**config.mk**
```make
export PLATFORM = sky130hd
export DESIGN_NAME = pad_ctrl_bank
export DESIGN_NICKNAME = d
export VERILOG_FILES = /design/src/rtl/pad_ctrl_pkg.sv /design/src/rtl/pad_sync.sv /design/src/rtl/pad_ctrl_bank.sv
export SDC_FILE = /design/constraint.sdc
export NUM_CORES = 1
export LEC_CHECK = 0
export ABC_AREA = 1
export BUFFER_PORTS_ARGS = -buffer_cell sky130_fd_sc_hd__buf_2
export CORE_ASPECT_RATIO = 0.75
export CORE_UTILIZATION = 40
export CTS_BUF_LIST = sky130_fd_sc_hd__clkbuf_8
export DETAILED_ROUTE_END_ITERATION = 10
export GPL_TIMING_DRIVEN = 0
export HOLD_SLACK_MARGIN = 0.02
export PLACE_DENSITY = 0.62
export SLEW_MARGIN = 20
export SYNTH_ARGS = -nofsm -noshare
export SYNTH_HDL_FRONTEND = slang
export SYNTH_SLANG_ARGS = --single-unit
```
**constraint.sdc**
```tcl
create_clock -name clk -period 3 [get_ports clk]
set_clock_uncertainty 0.1 [all_clocks]
set_input_delay 0 -clock clk [delete_from_list [all_inputs] [get_ports clk]]
set_output_delay 0 -clock clk [all_outputs]
set_load 0.005 [all_outputs]
```
**src/rtl/pad_ctrl_pkg.sv**
```systemverilog
// ------------------------------------------------------------
// pad_ctrl_pkg: shared types and constants for the pad-control bank.
// Rev 1.0
// ------------------------------------------------------------
`default_nettype none

package pad_ctrl_pkg;

  typedef enum logic [1:0] {
    MODE_SAFE = 2'd0,
    MODE_CORE = 2'd1,
    MODE_GPIO = 2'd2
  } pad_mode_t;

  typedef enum logic [1:0] {
    ST_HOLD   = 2'd0,
    ST_ACTIVE = 2'd1,
    ST_FREEZE = 2'd2
  } seq_state_t;

  // Bit layout of the per-pad configuration byte, MSB first.
  typedef struct packed {
    logic       gpio_oe;
    logic       gpio_out;
    logic       pd;
    logic       pu;
    logic       sl;
    logic       cs;
    logic [1:0] mode;
  } pad_cfg_t;

  localparam pad_cfg_t CFG_RESET = '0;

  localparam logic SAFE_A  = 1'b0;
  localparam logic SAFE_OE = 1'b0;
  localparam logic SAFE_IE = 1'b1;
  localparam logic SAFE_PU = 1'b0;
  localparam logic SAFE_PD = 1'b1;
  localparam logic SAFE_CS = 1'b0;
  localparam logic SAFE_SL = 1'b0;

  localparam logic [6:0] INPUT_BASE = 7'h40;

endpackage

`default_nettype wire

```
**src/rtl/pad_sync.sv**
```systemverilog
// ------------------------------------------------------------
// pad_sync: multi-stage synchroniser for pad-to-core inputs.
// Rev 1.0
// ------------------------------------------------------------
`default_nettype none

module pad_sync #(
  parameter int WIDTH  = 1,
  parameter int STAGES = 2
) (
  input  logic             clk,
  input  logic             rst,
  input  logic [WIDTH-1:0] d,
  output logic [WIDTH-1:0] q
);

  logic [STAGES-1:0][WIDTH-1:0] stages;

  always_ff @(posedge clk) begin
    if (rst) begin
      stages <= '0;
    end else begin
      stages[0] <= d;
      for (int s = 1; s < STAGES; s++) begin
        stages[s] <= stages[s-1];
      end
    end
  end

  assign q = stages[STAGES-1];

endmodule

`default_nettype wire

```
**src/rtl/pad_ctrl_bank.sv**
```systemverilog
// ------------------------------------------------------------
// pad_ctrl_bank: per-pad mode registers, release sequencer and freeze.
// Rev 1.0
// ------------------------------------------------------------
`default_nettype none

module pad_ctrl_bank
  import pad_ctrl_pkg::*;
#(
  parameter int NUM_BIDIR_PADS = 40,
  parameter int SYNC_STAGES    = 2,
  parameter int RELEASE_CYCLES = 16
) (
  input  logic                      clk,
  input  logic                      rst,
  input  logic                      cfg_req,
  input  logic                      cfg_we,
  input  logic [6:0]                cfg_addr,
  input  logic [7:0]                cfg_wdata,
  output logic                      cfg_ack,
  output logic [7:0]                cfg_rdata,
  input  logic                      freeze_req,
  output logic [1:0]                state_o,
  input  logic [NUM_BIDIR_PADS-1:0] core_out,
  input  logic [NUM_BIDIR_PADS-1:0] core_oe,
  input  logic [NUM_BIDIR_PADS-1:0] core_cs,
  input  logic [NUM_BIDIR_PADS-1:0] core_sl,
  input  logic [NUM_BIDIR_PADS-1:0] core_pu,
  input  logic [NUM_BIDIR_PADS-1:0] core_pd,
  output logic [NUM_BIDIR_PADS-1:0] core_in,
  output logic [NUM_BIDIR_PADS-1:0] pad_a,
  output logic [NUM_BIDIR_PADS-1:0] pad_oe,
  output logic [NUM_BIDIR_PADS-1:0] pad_cs,
  output logic [NUM_BIDIR_PADS-1:0] pad_sl,
  output logic [NUM_BIDIR_PADS-1:0] pad_ie,
  output logic [NUM_BIDIR_PADS-1:0] pad_pu,
  output logic [NUM_BIDIR_PADS-1:0] pad_pd,
  input  logic [NUM_BIDIR_PADS-1:0] pad_y
);

  localparam int NUM_IN_BYTES = (NUM_BIDIR_PADS + 7) / 8;
  localparam int CNT_W        = (RELEASE_CYCLES > 1) ? $clog2(RELEASE_CYCLES) : 1;
  localparam logic [CNT_W-1:0] CNT_LAST = CNT_W'(RELEASE_CYCLES - 1);

  pad_cfg_t   cfg_regs [NUM_BIDIR_PADS];
  seq_state_t state;
  logic [CNT_W-1:0] hold_cnt;

  logic [7:0]                    rd_val;
  logic [NUM_IN_BYTES*8-1:0]     in_bytes;
  logic [NUM_BIDIR_PADS-1:0]     mux_a, mux_oe, mux_cs, mux_sl, mux_ie, mux_pu, mux_pd;

  pad_sync #(
    .WIDTH  (NUM_BIDIR_PADS),
    .STAGES (SYNC_STAGES)
  ) u_sync (
    .clk (clk),
    .rst (rst),
    .d   (pad_y),
    .q   (core_in)
  );

  // Read decode: config bytes at 0..N-1, synchronised input bytes at INPUT_BASE+k.
  always_comb begin
    rd_val   = 8'h00;
    in_bytes = '0;
    in_bytes[NUM_BIDIR_PADS-1:0] = core_in;
    for (int i = 0; i < NUM_BIDIR_PADS; i++) begin
      if (cfg_addr == 7'(i)) rd_val = cfg_regs[i];
    end
    for (int k = 0; k < NUM_IN_BYTES; k++) begin
      if (cfg_addr == INPUT_BASE + 7'(k)) rd_val = in_bytes[k*8 +: 8];
    end
  end

  always_ff @(posedge clk) begin
    if (rst) begin
      for (int i = 0; i < NUM_BIDIR_PADS; i++) cfg_regs[i] <= CFG_RESET;
      cfg_ack   <= 1'b0;
      cfg_rdata <= 8'h00;
    end else begin
      cfg_ack   <= cfg_req;
      cfg_rdata <= cfg_req ? rd_val : 8'h00;
      if (cfg_req && cfg_we) begin
        for (int i = 0; i < NUM_BIDIR_PADS; i++) begin
          if (cfg_addr == 7'(i)) cfg_regs[i] <= pad_cfg_t'(cfg_wdata);
        end
      end
    end
  end

  always_comb begin
    mux_a  = '0;
    mux_oe = '0;
    mux_cs = '0;
    mux_sl = '0;
    mux_ie = '0;
    mux_pu = '0;
    mux_pd = '0;
    for (int i = 0; i < NUM_BIDIR_PADS; i++) begin
      mux_a[i]  = SAFE_A;
      mux_oe[i] = SAFE_OE;
      mux_cs[i] = SAFE_CS;
      mux_sl[i] = SAFE_SL;
      mux_ie[i] = SAFE_IE;
      mux_pu[i] = SAFE_PU;
      mux_pd[i] = SAFE_PD;
      case (cfg_regs[i].mode)
        MODE_CORE: begin
          mux_a[i]  = core_out[i];
          mux_oe[i] = core_oe[i];
          mux_cs[i] = core_cs[i];
          mux_sl[i] = core_sl[i];
          mux_pu[i] = core_pu[i];
          mux_pd[i] = core_pd[i];
        end
        MODE_GPIO: begin
          mux_a[i]  = cfg_regs[i].gpio_out;
          mux_oe[i] = cfg_regs[i].gpio_oe;
          mux_cs[i] = cfg_regs[i].cs;
          mux_sl[i] = cfg_regs[i].sl;
          mux_pu[i] = cfg_regs[i].pu;
          mux_pd[i] = cfg_regs[i].pd;
        end
        default: ;
      endcase
    end
  end

  // Pad flops are frozen in FREEZE and forced SAFE while HOLD runs out.
  always_ff @(posedge clk) begin
    if (rst) begin
      state    <= ST_HOLD;
      hold_cnt <= '0;
      pad_a    <= {NUM_BIDIR_PADS{SAFE_A}};
      pad_oe   <= {NUM_BIDIR_PADS{SAFE_OE}};
      pad_cs   <= {NUM_BIDIR_PADS{SAFE_CS}};
      pad_sl   <= {NUM_BIDIR_PADS{SAFE_SL}};
      pad_ie   <= {NUM_BIDIR_PADS{SAFE_IE}};
      pad_pu   <= {NUM_BIDIR_PADS{SAFE_PU}};
      pad_pd   <= {NUM_BIDIR_PADS{SAFE_PD}};
    end else begin
      case (state)
        ST_HOLD: begin
          pad_a  <= {NUM_BIDIR_PADS{SAFE_A}};
          pad_oe <= {NUM_BIDIR_PADS{SAFE_OE}};
          pad_cs <= {NUM_BIDIR_PADS{SAFE_CS}};
          pad_sl <= {NUM_BIDIR_PADS{SAFE_SL}};
          pad_ie <= {NUM_BIDIR_PADS{SAFE_IE}};
          pad_pu <= {NUM_BIDIR_PADS{SAFE_PU}};
          pad_pd <= {NUM_BIDIR_PADS{SAFE_PD}};
          if (hold_cnt == CNT_LAST) state    <= ST_ACTIVE;
          else                      hold_cnt <= hold_cnt + 1'b1;
        end
        ST_ACTIVE: begin
          pad_a  <= mux_a;
          pad_oe <= mux_oe;
          pad_cs <= mux_cs;
          pad_sl <= mux_sl;
          pad_ie <= mux_ie;
          pad_pu <= mux_pu;
          pad_pd <= mux_pd;
          if (freeze_req) state <= ST_FREEZE;
        end
        ST_FREEZE: begin
          if (!freeze_req) state <= ST_ACTIVE;
        end
        default: state <= ST_HOLD;
      endcase
    end
  end

  assign state_o = state;

endmodule

`default_nettype wire

```
# Word-level counts from Yosys, hierarchy flattened
# Memory sizes are Yosys's and may differ from the RTL's.
# Index checks and enable logic that the tools add are counted.
totals:
  reg_bits: 335
  latchBits: 0
  mem_bits_rw: 320
  rom_bits: 0
  inputBits: 300
  word_cells: 690
  n_memories: 1
mem_list:
  columns: ["name", "depth", "width", "read_ports", "rd_ports_with_merged_regs", "write_ports", "line", "rtl"]
  rows:
  - ["cfg_regs", 40, 8, 40, 0, 40, "pad_ctrl_bank.sv:45", "pad_cfg_t cfg_regs [NUM_BIDIR_PADS];"]
classes:
  add_sub_neg: 1
  mul: 0
  n_div: 0
  order_cmp: 0
  n_eq_ne: 130
  n_shift: 0
  mux: 497
  bitwise: 42
  reduce_logical: 7
op_table:
  columns: ["op", "n"]
  rows:
  - ["two-way mux 8 bit", 85]
  - ["case mux 1 bit (2 select lines)", 240]
  - ["case mux 40 bit (2 select lines)", 6]
  - ["two-way mux 1 bit", 162]
  - ["== test 7 x 5 -> 1 bit (second input constant)", 16]
  - ["== test 2 x 1 -> 1 bit (second input constant)", 41]
  - ["== test 2 bit (second input constant)", 41]
  - ["== test 7 x 4 -> 1 bit (second input constant)", 8]
  - ["== test 7 x 6 -> 1 bit (second input constant)", 8]
  - ["OR 1 bit", 40]
  - ["== test 7 bit (second input constant)", 5]
  - ["== test 7 x 3 -> 1 bit (second input constant)", 4]
  - ["== test 7 x 2 -> 1 bit (second input constant)", 2]
  - ["== test 7 x 1 -> 1 bit (second input constant)", 1]
  - ["zero test 7 bit", 1]
  - ["two-way mux 2 bit", 3]
  - ["inequality test 2 bit (second input constant)", 3]
  - ["case mux 2 bit (3 select lines)", 1]
  - ["adder 4 x 1 -> 4 bit (second input constant)", 1]
  - ["== test 4 bit (second input constant)", 1]
  - ["AND reduction 3 bit", 1]
  - ["zero test 2 bit", 1]
  - ["NOT 1 bit", 2]
  - ["AND reduction 2 bit", 1]
  - ["other kinds (3)", 3]

# Longest topological paths before layout
# Gate-level depths: netlist of run 1.
logic_depth:
  ltp_word: 46
  mapped_depth: 31
  mapped_depth_nobuf: 31

# Modules after synthesis
# A second synthesis of run 1 with hierarchy kept.
unflattened:
  cells_unflattened: 3473
  area_unflattened_um2: 29645.9
by_module_without_submodules:
  columns: ["mod", "instances", "cells_each", "area_each_um2", "seq_area_each_um2"]
  rows:
  - ["pad_ctrl_bank", 1, 3184, 27042.2, 14714.1]
  - ["pad_sync", 1, 289, 2603.7, 1601.5]

# Least setup slack after synthesis of run 1
# OpenSTA, ideal clock, no wires.
synth_path:
  path_type: "register -> register"
  startpoint: "memory cfg_regs[0][0] in the netlist's numbering"
  endpoint: "register cfg_rdata[0]"
  t_arrival_ns: 1.985
  path_slack_ns: 0.798
  path_stages_with_launch: 27
  synth_period_minus_slack_ns: 2.202
  cell_sequence: "edfxtp_1 -> nand2_1 -> nand3_1 -> nor2_1 -> nand4_1 -> nand2_1 -> nand3_1 -> nor2_1 -> nand4_1 -> nor2_1 -> nand4_1 -> nand2_1 -> nand4_1 -> nand2_1 -> nand3_1 -> nand2_1 -> nand4_1 -> nand2_1 -> nand2_1 -> nand2_1 -> nand4_1 -> nand2_1 -> nand4_1 -> nand2_1 -> nand4_1 -> nor2_1 -> nor2_1"
synth_lines:
  columns: ["item", "line", "rtl"]
  rows:
  - ["start, declared", "pad_ctrl_bank.sv:45", null]
  - ["end signal, assigned", "pad_ctrl_bank.sv:83", "cfg_rdata <= cfg_req ? rd_val : 8'h00;"]
  - ["end, declared", "pad_ctrl_bank.sv:21", "output logic [7:0] cfg_rdata,"]

==> reports/results.ini, run 1 <==
[grt]
grtUsageTotal = 0.335
grt_start_max_net_pins = 15
first_global_vias = 27800
grt_pass1_wl_um = 181000
antenna_found_initial = 10
grt_overflow_total = 0

[setup_path]
critPathCaptureType = flop
cpMostUsedCell = nand4_1
crit_cells = 26
crit_path_max_fanout = 2
r2r_start = cfg_regs[0][0]
required_ns = 3.54
critPathTopFamily = simple AND/OR/NAND/NOR gates
worstReg2RegEnd = cfg_rdata[0]
cpPeakStageDelay_ns = 0.41
cp_slowest_cell = edfxtp_1
path_buf_inv = 0
start_kind = flop
cp_data_arrival_time_ns = 4.40
worstSetupPathType = reg2reg
ff2ff_path_depth = 26
reg2reg_setup_slack_ns = -0.85

[die]
io_pins = 631
die_height_um = 238
start_util = 0.408
placementRows = 85
die-area_sq_um = 75100
coreArea_sq_um = 72400
die_x_um = 316

[power_and_ir_drop]
vdd_drop_max_mv = 0.335
p_leak_nw = 17.3
pwr_density_cell_nw_per_um2 = 494

[synthesis]
syn_area_per_cell_sq_um = 8.51
synth_cells = 3475
synth_cell_types = 29
ys_seq_area_frac = 0.552
yosys.area.top_type = edfxtp_1
yosysWarnings = 0
yosys-top-cells-area = edfxtp_1 (32%), dfxtp_1 (23%), nand2_1 (12%)
syn_area_sq_um = 29600
synth_top_area_share = 0.325
synth_seq_cells = 655

[detailed_routing]
vias = 29500
ant_nets = 0
drtIter0Drc = 3406
firstDrtPassIters = 6
drt-vias-per-instance = 5.25
wl_per_cell_um = 23.0
drcViolationCount = 0
wl_um = 129000

[clocking]
cts.htree.levels = 3
cts-root-buf = clkbuf_8
cts_max_path_buffers = 3
cts.sinks = 655
clock_latency_ns = 0.75
cts_made_buffers = 104
tritoncts = done
path_clk_slew_ns = 0.07

[placed_design]
placed_cell_area_sq_um = 33900
place_inst = 5061
portBuffers = 589
place.detailed.hpwl_um = 94100
place.gp.congestion = 0.936

[outcome]
violations = setup timing
status = finished, violations left

[cells_and_area]
drive_gt1_frac = 0.203
final_cells = 5627
final_util = 0.551
stdcell_area_sq_um = 39900
regArea_sq_um = 16300
multi_input_area_sq_um = 11200
n_fill_cell = 6662
area_growth_pct = 34.8
fin_nets = 4956

[timing]
hold_viol = 0
min_period_over_period = 1.28
setup_tns_ns = -6.02
final_max_slew_viol_count = 0
fmax_mhz = 259
finalCriticalPeriod_ns = 3.85
tightest_slew_ns = 1.26
finalSetupViolCount = 20
slew_headroom = 0.162
setup_ws_ns = -0.854
rsz0062_at_grt = true

[worst_hold_path]
whs_path_depth = 6
hp-start = core_oe[30]
min_path_type = in2reg
whs_endpoint = pad_oe[30]

[run]
max_cap_viol_count = 0

-- routing by layer --
metal / up-vias / wire (um) / track usage / part of all wire
li1: 13500 / - / - / -
met5: - / 57 / 0 / 0.00044
met1: 14100 / 55200 / 0.473 / 0.43
met4: 8 / 3790 / 0.0979 / 0.029
met3: 254 / 13400 / 0.0718 / 0.10
met2: 1617 / 57100 / 0.514 / 0.44
-- logic make-up after synthesis --
kind of cell	count (synthesis)	share of synthesized area
AOI/OAI and AO/OA	588	0.122
and+or+nand+nor	1578	0.209
adders and majority gates	81	0.0343
other	1	0.000127
buffers and inverters	572	0.0829
DFF	655	0.552
-- repair_timing --
| action | 4_1_cts | 5_1_grt |
|---|---|---|
| pin swaps | 39 | 48 |
| gates resized for setup | 56 | 34 |
| endpoints found under the setup margin | 31 | 20 |
| endpoints found under the hold margin | 329 | 0 |
| hold buffers | 349 | 0 |
| cloned | 0 | 0 |
| setup buffers | 9 | 7 |
-- layout make-up --
class | instances | area share
clock inverter | 69 | 0.00822
antenna | 4 | 0.000251
tap | 957 | 0.0300
inverter | 380 | 0.0358
buffer | 192 | 0.0263
sequential | 655 | 0.409
timing repair buffer | 955 | 0.165
multi-input combinational | 2287 | 0.281
clock buffer | 128 | 0.0442
-- per-stage QoR --
step                      worst slack, ns  total power, mW  hold slack [ns]
after floorplan                     0.798             10.8          0.00697
after global placement              -1.25             11.6            0.101
after detailed placement            -1.25             11.6            0.109
after CTS                          -0.694             19.6           0.0214
after global routing               -0.970             20.2           0.0779
final                              -0.854             19.7           0.0650
-- how the worst max path moves through the flow --
stage                   startpoint      endpoint
floorplan           cfg_regs[0][0]  cfg_rdata[0]
global placement       cfg_addr[1]  cfg_rdata[0]
detailed placement     cfg_addr[0]  cfg_rdata[0]
CTS                 cfg_regs[0][1]  cfg_rdata[1]
global route        cfg_regs[0][4]  cfg_rdata[4]
finish              cfg_regs[0][0]  cfg_rdata[0]
-- cell usage after synthesis, drive strengths merged --
master and number:
nand2 961, nor2 507, inv 365, dfxtp 335, edfxtp 320, a21oi 270
a22o 140, o21ai 128, clkbuf 104, buf 88, ha 81, nand4 66
nand3 30, a31oi 17, a211o 16, a221oi 15, clkinv 15, nor3 13
and3 1, conb 1, o22ai 1, o32ai 1
-- power breakdown --
group / switching, mW / leakage (nW) / total [mW] / internal (mW)
combinational: 1.16 / 10.3 / 2.01 / 0.848
clock: 3.84 / 1.25 / 7.79 / 3.95
sequential: 0.209 / 5.76 / 9.89 / 9.68
total: 5.22 / 17.3 / 19.7 / 14.5
-- cells in the final DEF (no fill, tap or decap), types with 7 or more instances in the layout --
| cell | instances |
|---|---|
| a21oi_1 | 265 |
| a211o_1 | 16 |
| edfxtp_1 | 320 |
| o21ai_0 | 122 |
| nor2_2 | 21 |
| clkbuf_8 | 128 |
| nand2_1 | 929 |
| inv_1 | 401 |
| clkbuf_1 | 90 |
| ha_1 | 81 |
| clkbuf_2 | 14 |
| nand3_1 | 7 |
| a221oi_1 | 15 |
| buf_4 | 97 |
| dfxtp_1 | 335 |
| dlygate4sd3_1 | 349 |
| nand4_1 | 66 |
| inv_2 | 10 |
| nor3_1 | 13 |
| nand2_2 | 31 |
| a31oi_1 | 17 |
| conb_1 | 40 |
| buf_2 | 590 |
| clkinv_2 | 12 |
| nand3_2 | 23 |
| a22o_1 | 140 |
| clkinv_1 | 20 |
| nor2_1 | 482 |
-- state kept, by name, indices dropped and copies added, names as in the netlist --
register	count
cfg_regs	320
u_sync.stages	40
pad_oe	40
cfg_ack	1
pad_pu	40
pad_pd	40
cfg_rdata	8
hold_cnt	4
u_sync.q	40
state_o	2
pad_sl	40
pad_a	40
pad_cs	40
-- tightest hold or removal path, cell delays in order --
cell and delay [ns]:
dlygate4sd3_1 0.52, buf_2 0.10, nand2_1 0.04, nand2_1 0.05
nand2_1 0.06, a21oi_1 0.11
No activity file was read; power rests on OpenSTA's default activity.
==> run 2: changes to the inputs <==
CTS_BUF_LIST = default   (was sky130_fd_sc_hd__clkbuf_8)
==> run 2 against run 1 <==
Against the previous run:
- the run still ends with setup timing left
- cell count down 1.8%
- routed wire length down 0.86%
- core utilization down 0.061 points
- register-to-register slack barely moved
- worst setup slack better by 0.00081 ns
- maximum frequency barely moved
- count of clock-buffer cells in the layout shrank 32
- largest power group unchanged
- final area decreased by 0.11%
- die area stayed put
- clock power grew 16%
- power is 6.0% higher
==> reports/results.ini, run 2 (synthesis gave the netlist of run 1 again) <==
[outcome]
status = finished, violations left
violations = setup timing

[detailed_routing]
wl_um = 128000  ; -0.86%
drtIter0Drc = 3275  ; -3.8%
ant_nets = 0  ; unchanged
vias = 29100  ; -1.5%
drt-vias-per-instance = 5.27  ; +0.35%
drcViolationCount = 0  ; unchanged
firstDrtPassIters = 6  ; unchanged
wl_per_cell_um = 23.2  ; +0.95%

[timing]
finalCriticalPeriod_ns = 3.85  ; -0.000806 ns
slew_headroom = 0.126  ; -0.0363
fmax_mhz = 260  ; about the same
setup_ws_ns = -0.853  ; +0.000806 ns
min_period_over_period = 1.28  ; about the same
finalSetupViolCount = 23  ; +15%
hold_viol = 0  ; unchanged
final_max_slew_viol_count = 0  ; unchanged
fin_hold_ws_ns = 0.0420  ; -0.0229 ns
tightest_slew_ns = 1.31  ; +0.0545 ns
rsz0062_at_grt = true

[placed_design]
place.detailed.hpwl_um = 94100  ; unchanged
place.gp.congestion = 0.936  ; unchanged
placed_cell_area_sq_um = 33900  ; unchanged
portBuffers = 589  ; unchanged

[clocking]
cts_max_path_buffers = 3  ; unchanged
cts_made_buffers = 69  ; -34%
tritoncts = done
path_clk_slew_ns = 0.07  ; about the same
clock_latency_ns = 0.63  ; -0.12 ns
cts.htree.levels = 3  ; unchanged
cts.sinks = 655  ; unchanged
cts-root-buf = clkbuf_16

[setup_path]
critPathCaptureType = flop
cpPeakStageDelay_ns = 0.42  ; about the same
r2r_start = cfg_regs[0][4]
startpoint = cfg_regs[0][4]
cp_data_arrival_time_ns = 4.27  ; -0.13 ns
crit_cells = 24  ; -7.7%
critPathTopFamily = simple AND/OR/NAND/NOR gates
worstSetupPathType = reg2reg
worstSetupEndpoint = cfg_rdata[4]
crit_path_max_fanout = 2  ; unchanged
required_ns = 3.42  ; -0.12 ns
reg2reg_setup_slack_ns = -0.85  ; about the same
cpMostUsedCell = nand4_1
start_kind = flop
path_buf_inv = 0  ; unchanged
crit_chain = nand2_2, nand3_2, a21oi_2, nand4_1, nand2_1, nand4_1, nand2_2, nand4_1, nand2_1, nand4_1, nand2_1, nand4_1, nand2_1, nand4_1, nand2_1, nand4_1, nand2_2, nand4_1, nor2_2, nand4_1, nand2_1, nand4_1, nor2_1, nor2_1
worstReg2RegEnd = cfg_rdata[4]
cp_slowest_cell = edfxtp_1
ff2ff_path_depth = 24  ; -7.7%

[power_and_ir_drop]
pwr_density_cell_nw_per_um2 = 524  ; +6.1%
p_int_mw = 15.7  ; +8.6%
p_seq_frac = 0.473  ; -0.029
p_leak_nw = 17.1  ; -1.2%
p_clk_frac = 0.432  ; +0.036
switching_power_mw = 5.16  ; -1.1%
vdd_drop_max_mv = 0.324  ; -3.2%
power.combinational.fraction = 0.095  ; -0.007
p_sw_frac = 0.247  ; -0.0177

[grt]
first_global_vias = 27300  ; -1.9%
antenna_found_initial = 10  ; unchanged
grt_start_max_net_pins = 16  ; +1
grtUsageTotal = 0.331  ; -0.00388
grt_pass1_wl_um = 178000  ; -1.5%
grt_overflow_total = 0  ; unchanged

[die]
die_height_um = 238  ; unchanged
start_util = 0.408  ; unchanged
die_x_um = 316  ; unchanged
coreArea_sq_um = 72400  ; unchanged
placementRows = 85  ; unchanged
io_pins = 631  ; unchanged
die-area_sq_um = 75100  ; unchanged

[cells_and_area]
largest_reg_flops = 320  ; unchanged
layout_common_cells = nand2_1 (927), buf_2 (590), nor2_1 (483)
stdcell_area_sq_um = 39800  ; -0.11%
top_register = cfg_regs
area_growth_pct = 34.7
final_util = 0.550  ; -0.000605
final_common_cell = nand2_1
fin_nets = 4889  ; -1.4%
drive_gt1_frac = 0.199  ; -0.00336

[worst_hold_path]
min_path_type = in2reg

[run]
max_cap_viol_count = 0  ; unchanged

[run 2: changes by cell type in the layout (fill, tap and decap cells not counted), sizes merged]
cell           previous run  this run
clkinv                   32        34
diode                     4         5
dlygate4sd3             349       319
bufinv                    1         5
inv                     414       371
clkdlybuf4s15             1         2
clkbuf                  232       199
clkinvlp                  2         1
buf                     693       691
[run 2: worst min-delay path by stage]
stage | startpoint | endpoint | slack, ns | cells past startpoint
2_1_floorplan | pad_y[0] | u_sync.stages[0] | 0.007 | 2
3_3_place_gp | pad_y[17] | u_sync.stages[17] | 0.10 | 3
3_5_place_dp | pad_y[14] | u_sync.stages[14] | 0.11 | 3
4_1_cts | pad_y[1] | u_sync.stages[1] | 0.02 | 4
5_1_grt | pad_y[1] | u_sync.stages[1] | 0.05 | 4
6_report | pad_y[1] | u_sync.stages[1] | 0.04 | 4
[run 2: power groups by stage]
stage	combinational (mW)	clock, mW	sequential, mW
after floorplan	0.808	0	9.98
after global placement	1.53	0	10.1
after detailed placement	1.53	0	10.1
after CTS	1.91	9.02	9.88
after global routing	2.10	9.35	9.91
final	1.98	9.02	9.89
[run 2: final cells by class]
class                   count  area (sq um)
clock inverters            31           310
clock buffers              96          2040
fillers                  6635         32600
diodes                      5          12.5
repair buffers            923          6260
flip-flops and latches    655         16300
inverters                 380          1430
well taps                 957          1200
plain buffers             192          1060
multi-input cells        2287         11200
[run 2: repair_timing]
action / CTS / global route
endpoints found under the hold margin: 326 / 3
buffers inserted: 10 / 4
pin swaps: 42 / 50
endpoints found under the setup margin: 43 / 14
gates resized for setup: 62 / 28
hold buffers: 318 / 1
[run 2: worst register-to-register path, cell delays in order, from the launching register on]
cell,delay (ns)
edfxtp_1,0.42
nand2_2,0.10
nand3_2,0.10
a21oi_2,0.14
nand4_1,0.23
nand2_1,0.13
nand4_1,0.15
nand2_2,0.12
nand4_1,0.11
nand2_1,0.14
nand4_1,0.12
nand2_1,0.11
nand4_1,0.09
nand2_1,0.11
nand4_1,0.12
nand2_1,0.13
nand4_1,0.14
nand2_2,0.13
nand4_1,0.13
nor2_2,0.22
nand4_1,0.11
nand2_1,0.09
nand4_1,0.25
nor2_1,0.19
nor2_1,0.05
[run 2: layer usage]
metal,global-route usage,share of wire
met1,0.461,0.42
met2,0.508,0.44
met3,0.0808,0.11
met5,0,0.00043
met4,0.0969,0.029
[run 2: through the flow]
| stage | power [mW] | TNS (ns) | instances | setup WS (ns) |
|---|---|---|---|---|
| final | 20.9 | -6.23 | 5526 | -0.853 |
| after global routing | 21.4 | -6.43 | 5523 | -0.969 |
| after CTS | 20.8 | -4.64 | 5516 | -0.705 |
| after detailed placement | 11.6 | -129.30 | 5061 | -1.25 |
| after global placement | 11.6 | -131.00 | 5060 | -1.25 |
| after floorplan | 10.8 | 0 | 3514 | 0.798 |
